===== config.mk =====
export PLATFORM = sky130hd
export DESIGN_NAME = sram_access_ctrl
export DESIGN_NICKNAME = d
export VERILOG_FILES = /design/src/rtl/sram_ctrl_pkg.sv /design/src/rtl/sram_col_mux.sv /design/src/rtl/sram_access_ctrl.sv
export SDC_FILE = /design/constraint.sdc
export NUM_CORES = 1
export LEC_CHECK = 0
export CORE_AREA = 2 2 119 121
export CTS_BUF_LIST = sky130_fd_sc_hd__clkbuf_4 sky130_fd_sc_hd__clkbuf_8
export DETAILED_ROUTE_END_ITERATION = 16
export DIE_AREA = 0 0 121 123
export PLACE_DENSITY = 0.7
export SLEW_MARGIN = 20
export SYNTH_ARGS = -nofsm -noshare
export SYNTH_HDL_FRONTEND = slang
export SYNTH_SLANG_ARGS = --single-unit

===== constraint.sdc =====
create_clock -name clk -period 1.72 [get_ports clk]
set_input_delay 0.258 -clock clk [delete_from_list [all_inputs] [get_ports clk]]
set_output_delay 0.258 -clock clk [all_outputs]
set_load 0.03 [all_outputs]

===== src/rtl/sram_ctrl_pkg.sv =====
// sram_ctrl_pkg: FSM state type and default geometry/timing constants for the SRAM access controller
package sram_ctrl_pkg;
  typedef enum logic [1:0] {IDLE, PRE, ACC, REC} state_t;
  localparam int ROWS_DEF = 64;
  localparam int DATA_W_DEF = 16;
  localparam int MUX_DEF = 4;
  localparam int PRECH_CYC_DEF = 1;
  localparam int WL_CYC_DEF = 2;
endpackage


===== src/rtl/sram_col_mux.sv =====
// sram_col_mux: combinational column mux; gathers sa_out bit b*MUX+col_sel into rdata[b], scatters wdata into wd_en/wd_data
module sram_col_mux #(
  parameter int DATA_W = 16,
  parameter int MUX = 4
) (
  input  logic [$clog2(MUX)-1:0] col_sel,
  input  logic [DATA_W-1:0]      wdata,
  input  logic [DATA_W*MUX-1:0]  sa_out,
  output logic [DATA_W-1:0]      rdata,
  output logic [DATA_W*MUX-1:0]  wd_en,
  output logic [DATA_W*MUX-1:0]  wd_data
);
  localparam int CSW = $clog2(MUX);
  for (genvar b = 0; b < DATA_W; b++) begin : g_bit
    logic [MUX-1:0] grp;
    assign grp = sa_out[b*MUX +: MUX];
    assign rdata[b] = grp[col_sel];
    for (genvar c = 0; c < MUX; c++) begin : g_col
      assign wd_en[b*MUX+c] = col_sel == CSW'(c);
      assign wd_data[b*MUX+c] = (col_sel == CSW'(c)) & wdata[b];
    end
  end
endmodule


===== src/rtl/sram_access_ctrl.sv =====
// sram_access_ctrl: SRAM precharge/wordline/sense/write sequencer (req_* in, rvalid/rdata out, wl/pre/write_en/sense_en/wd_* to array, sa_out from array); SRAM_ACCESS_CTRL_RDATA_REG_EN adds a read output register
module sram_access_ctrl
  import sram_ctrl_pkg::*;
#(
  parameter int ROWS = ROWS_DEF,
  parameter int DATA_W = DATA_W_DEF,
  parameter int MUX = MUX_DEF,
  parameter int PRECH_CYC = PRECH_CYC_DEF,
  parameter int WL_CYC = WL_CYC_DEF
) (
  input  logic                                clk,
  input  logic                                rst,
  input  logic                                req_valid,
  output logic                                req_ready,
  input  logic                                req_we,
  input  logic [$clog2(ROWS)+$clog2(MUX)-1:0] req_addr,
  input  logic [DATA_W-1:0]                   req_wdata,
  output logic                                rvalid,
  output logic [DATA_W-1:0]                   rdata,
  output logic [ROWS-1:0]                     wl,
  output logic                                pre,
  output logic                                write_en,
  output logic                                sense_en,
  output logic [DATA_W*MUX-1:0]               wd_en,
  output logic [DATA_W*MUX-1:0]               wd_data,
  input  logic [DATA_W*MUX-1:0]               sa_out
);
  localparam int CSW = $clog2(MUX);
  localparam int RW = $clog2(ROWS);
  localparam int AW = RW + CSW;
  localparam int CMAX = PRECH_CYC > WL_CYC ? PRECH_CYC : WL_CYC;
  localparam int CW = $clog2(CMAX + 1);
  state_t state_q, state_d;
  logic [CW-1:0] cnt_q, cnt_d;
  logic we_q, we_d, acc, last, accept, rd_cap, in_range;
  logic [AW-1:0] addr_q, addr_d;
  logic [DATA_W-1:0] wdata_q, wdata_d, rdata_q, rdata_d, gath;
  logic [DATA_W*MUX-1:0] mask, scat;
  sram_col_mux #(.DATA_W(DATA_W), .MUX(MUX)) u_mux (
    .col_sel(addr_q[CSW-1:0]),
    .wdata(wdata_q),
    .sa_out(sa_out),
    .rdata(gath),
    .wd_en(mask),
    .wd_data(scat)
  );
  always_comb begin
    acc = state_q == ACC;
    last = cnt_q == CW'((state_q == PRE ? PRECH_CYC : WL_CYC) - 1);
    accept = state_q == IDLE && req_valid;
    state_d = accept ? PRE : (state_q == PRE && last) ? ACC : (acc && last) ? REC : state_q == REC ? IDLE : state_q;
    cnt_d = (state_d != state_q || state_q == IDLE) ? '0 : cnt_q + 1'b1;
    we_d = accept ? req_we : we_q;
    addr_d = accept ? req_addr : addr_q;
    wdata_d = accept ? req_wdata : wdata_q;
    in_range = {1'b0, addr_q[AW-1:CSW]} < (RW+1)'(ROWS);
    rd_cap = acc && !we_q && last;
    rdata_d = rd_cap ? (in_range ? gath : '0) : rdata_q;
  end
  assign req_ready = state_q == IDLE;
  assign pre = !acc;
  assign write_en = acc && we_q;
  assign sense_en = rd_cap;
  assign wd_en = write_en ? mask : '0;
  assign wd_data = write_en ? scat : '0;
  for (genvar r = 0; r < ROWS; r++) begin : g_wl
    assign wl[r] = acc && addr_q[AW-1:CSW] == RW'(r);
  end
  always_ff @(posedge clk) begin
    if (rst) begin
      state_q <= IDLE;
      cnt_q <= '0;
      we_q <= 1'b0;
      addr_q <= '0;
      wdata_q <= '0;
      rdata_q <= '0;
    end else begin
      state_q <= state_d;
      cnt_q <= cnt_d;
      we_q <= we_d;
      addr_q <= addr_d;
      wdata_q <= wdata_d;
      rdata_q <= rdata_d;
    end
  end
`ifdef SRAM_ACCESS_CTRL_RDATA_REG_EN
  logic rvalid_q, rvalid_d;
  logic [DATA_W-1:0] rdata_o_q, rdata_o_d;
  always_comb begin
    rvalid_d = state_q == REC && !we_q;
    rdata_o_d = rdata_q;
  end
  always_ff @(posedge clk) begin
    if (rst) begin
      rvalid_q <= 1'b0;
      rdata_o_q <= '0;
    end else begin
      rvalid_q <= rvalid_d;
      rdata_o_q <= rdata_o_d;
    end
  end
  assign rvalid = rvalid_q;
  assign rdata = rdata_o_q;
`else
  assign rvalid = state_q == REC && !we_q;
  assign rdata = rdata_q;
`endif
endmodule


==> results_dict.tcl <==
set metrics [dict create \
    status "finished with violations" \
    violations "negative setup slack" \
    grt_overflow_total 0 \
    hold_viol 0 \
    grt_pass1_wl_um 22130 \
    start_util_pct 25.19 \
    die-area_sq_mm 0.01488 \
    grt_usage_pct 19.07 \
    crit_path_cell_trace "nor2b_4 > buf_4 > buf_6 > nand3b_1 > buf_6 > nor2_1 > buf_4" \
    syn-num-nets 516 \
    worstPathArrival_ps 1780 \
    ys_types 35 \
    slowest_stage "dfxtp_2" \
    n_antenna_cell 0 \
    synth.cell_area_sq_mm 0.003428 \
    drtPass1Iterations 4 \
    grt_pass1_vias 4102 \
    final_cells 878 \
    final_cell_area_sq_mm 0.007586 \
    cts_buffers 5 \
    numPlacedInstances 845 \
    clkLatencyLatePin_ps 300 \
    critPathMaxFanout 16 \
    cts_tree "yes" \
    vias_per_cell 4.648 \
    synthCells 424 \
    synth.area.top_cells "dfxtp_1 26%, buf_4 14%, and2_1 12%, mux4_2 11%, nor2_1 6.8%" \
    wire_per_inst_um 17.45 \
    groute.layer.met2.usage_pct 37.04 \
    cp-end-kind "primary output" \
    hold_ws_ps 485.3 \
    place_ws_ps -21.24 \
    max_cap_violations 0 \
    synthSimpleGateAreaFrac_pct 35.69 \
    clk_pin_slew_ps 90 \
    portBuffers 304 \
    wirelength_um 15320 \
    grt_max_degree 18 \
    area_growth_syn_to_layout_pct 121.3 \
    antenna_found_initial 0 \
    synth-seq-cells 45 \
    synth_edf_count 0 \
    cp.required_ps 1460 \
    synthTopCellsByCount "65 x and2_1, 62 x buf_4, 62 x nor2_1" \
    ys.flop_type "dfxtp_1" \
    route.detailed.drc 0 \
    die_h_um 123 \
    power_density_mw_per_mm2 385.9 \
    row_count 43 \
    cts_buffer_depth 2 \
    async_flop_share_pct 0 \
    max_stage_delay_ps 330 \
    rsz0062_at_grt "yes" \
    synth_top_area_share_pct 26.28 \
    ant_nets 0 \
    fin_nets 789 \
    hold_path_class "reg2reg" \
    setup_violations 193 \
    gr-usage-met3_pct 5.304 \
    crit_path_start_kind "flop" \
    period_share_pct 118.7 \
    synth.yosys.warnings 0 \
    period_needed_ps 2042 \
    use_met1_pct 20.54 \
    fmax_mhz 489.8 \
    worst_pin_slew_ps 332.3 \
    synthMostInstantiatedCell "and2_1" \
    setup_slack_ps -321.7 \
    avgSynthCellArea_sq_um 8.086 \
    peakVddDrop_mv 0.4363 \
    io_pins 305 \
    root_buffer "clkbuf_8" \
    leakage_nw 3.119 \
    maxSlewHeadroom_pct 77.78 \
    worst-setup-path-type "reg2out" \
    tns_ps -45340 \
    timing.final.max_slew_violations 0 \
    clock-sinks 45 \
    synth_xor_area_share_pct 0.2555 \
    die_w_um 121 \
    coreArea_sq_mm 0.01361 \
    synth_compound_area_share_pct 9.161 \
    drive_above_1_share_pct 55.30 \
    place_congestion 0.7867 \
    place_hpwl_um 10150 \
    synth_top_cell_by_area "dfxtp_1" \
    drt_iter0_drc 174 \
    synth.area.mux_share_pct 10.51 \
    synth_top_family_by_area "simple AND/OR/NAND/NOR gates" \
    placed_area_sq_mm 0.006065 \
    synth-seq-area-share_pct 26.28 \
    htreeDepth 2 \
    top_usage_layer "met2" \
    clock_skew_ps 9.326 \
    synthAdderAreaFrac_pct 0 \
    vias 4081 \
]
final timing paths:
path,startpoint,endpoint,slack [ps],depth (start not counted)
worst min-delay path,rdata[10]$_SDFFE_PP0P_,rdata[10]$_SDFFE_PP0P_,490,1
worst max-delay path,state_q[1]$_SDFF_PP0_,wl[34],-320,7
worst max register to register,state_q[1]$_SDFF_PP0_,rdata[11]$_SDFFE_PP0P_,70,6
worst min register to register,rdata[10]$_SDFFE_PP0P_,rdata[10]$_SDFFE_PP0P_,490,1
metrics by stage:
step / utilization [%] / power (W)
floorplan: - / 0.001660
global placement: 44.55 / 0.002024
detailed placement: 44.55 / 0.002040
CTS: 54.77 / 0.002937
global route: 55.73 / 0.003067
finish: 55.73 / 0.002927
worst max-delay path: cells and delay by family, from the launching register on:
family / cells / cell delay, ps
buffers and inverters: 4 / 640
and+or+nand+nor: 3 / 490
DFF: 1 / 330
flip-flops by register name, summed over array words and instances (netlist names):
| name | cells |
|---|---|
| cnt_q | 2 |
| addr_q | 8 |
| rdata | 16 |
| state_q | 2 |
| we_q | 1 |
| wdata_q | 16 |
cell families (layout without fill, tap and decap cells):
logic type | Yosys count | in the layout
multiplexers | 16 | 16
buffers and inverters | 89 | 363
XOR/XNOR | 1 | 1
AND/OR/NAND/NOR | 226 | 226
AO/OA/AOI/OAI | 47 | 47
flip-flops | 45 | 45
power by group:
group / internal (W) / total [W] / switching, W
combinational: 0.000489 / 0.000905 / 0.000416
clock: 0.000452 / 0.000829 / 0.000377
sequential: 0.00110 / 0.00119 / 0.0000918
total: 0.00204 / 0.00293 / 0.000885
layout make-up:
type                       instances  area, sq um
fill                            1150         6026
timing repair buffer             352         4110
multi-input combinational        290         2203
sequential                        45        908.4
tap                              180        225.2
clock buffer                       6        76.32
clock inverter                     2        38.79
inverter                           3        23.77
routing by layer:
| layer | share of wire (%) | up-vias | wire length [um] |
|---|---|---|---|
| li1 | - | 1886 | - |
| met4 | 1.5 | 0 | 223 |
| met3 | 8.2 | 18 | 1256 |
| met5 | 0 | - | 0 |
| met1 | 36 | 1957 | 5525 |
| met2 | 54 | 220 | 8315 |
repair_timing:
action | in CTS | in global routing
setup buffers | 13 | 4
hold buffers | 0 | 0
resized for setup | 264 | 48
pin swaps | 2 | 2
setup endpoints to repair | 195 | 195
gates cloned | 11 | 3
cells in the final DEF, fill, tap and decap left out, types with 4 or more instances in the layout:
master / count
a22o_1: 16
buf_12: 19
dfxtp_1: 41
nor2_2: 18
mux4_2: 16
clkbuf_8: 5
nand3_1: 6
nand2_1: 59
buf_6: 120
nor2_4: 15
clkdlybuf4s50_1: 107
buf_4: 48
a21oi_1: 28
and2_4: 64
nor2_1: 39
nor2b_2: 4
buf_8: 48
buf_16: 5
No activity file was read; power rests on OpenSTA's default activity.
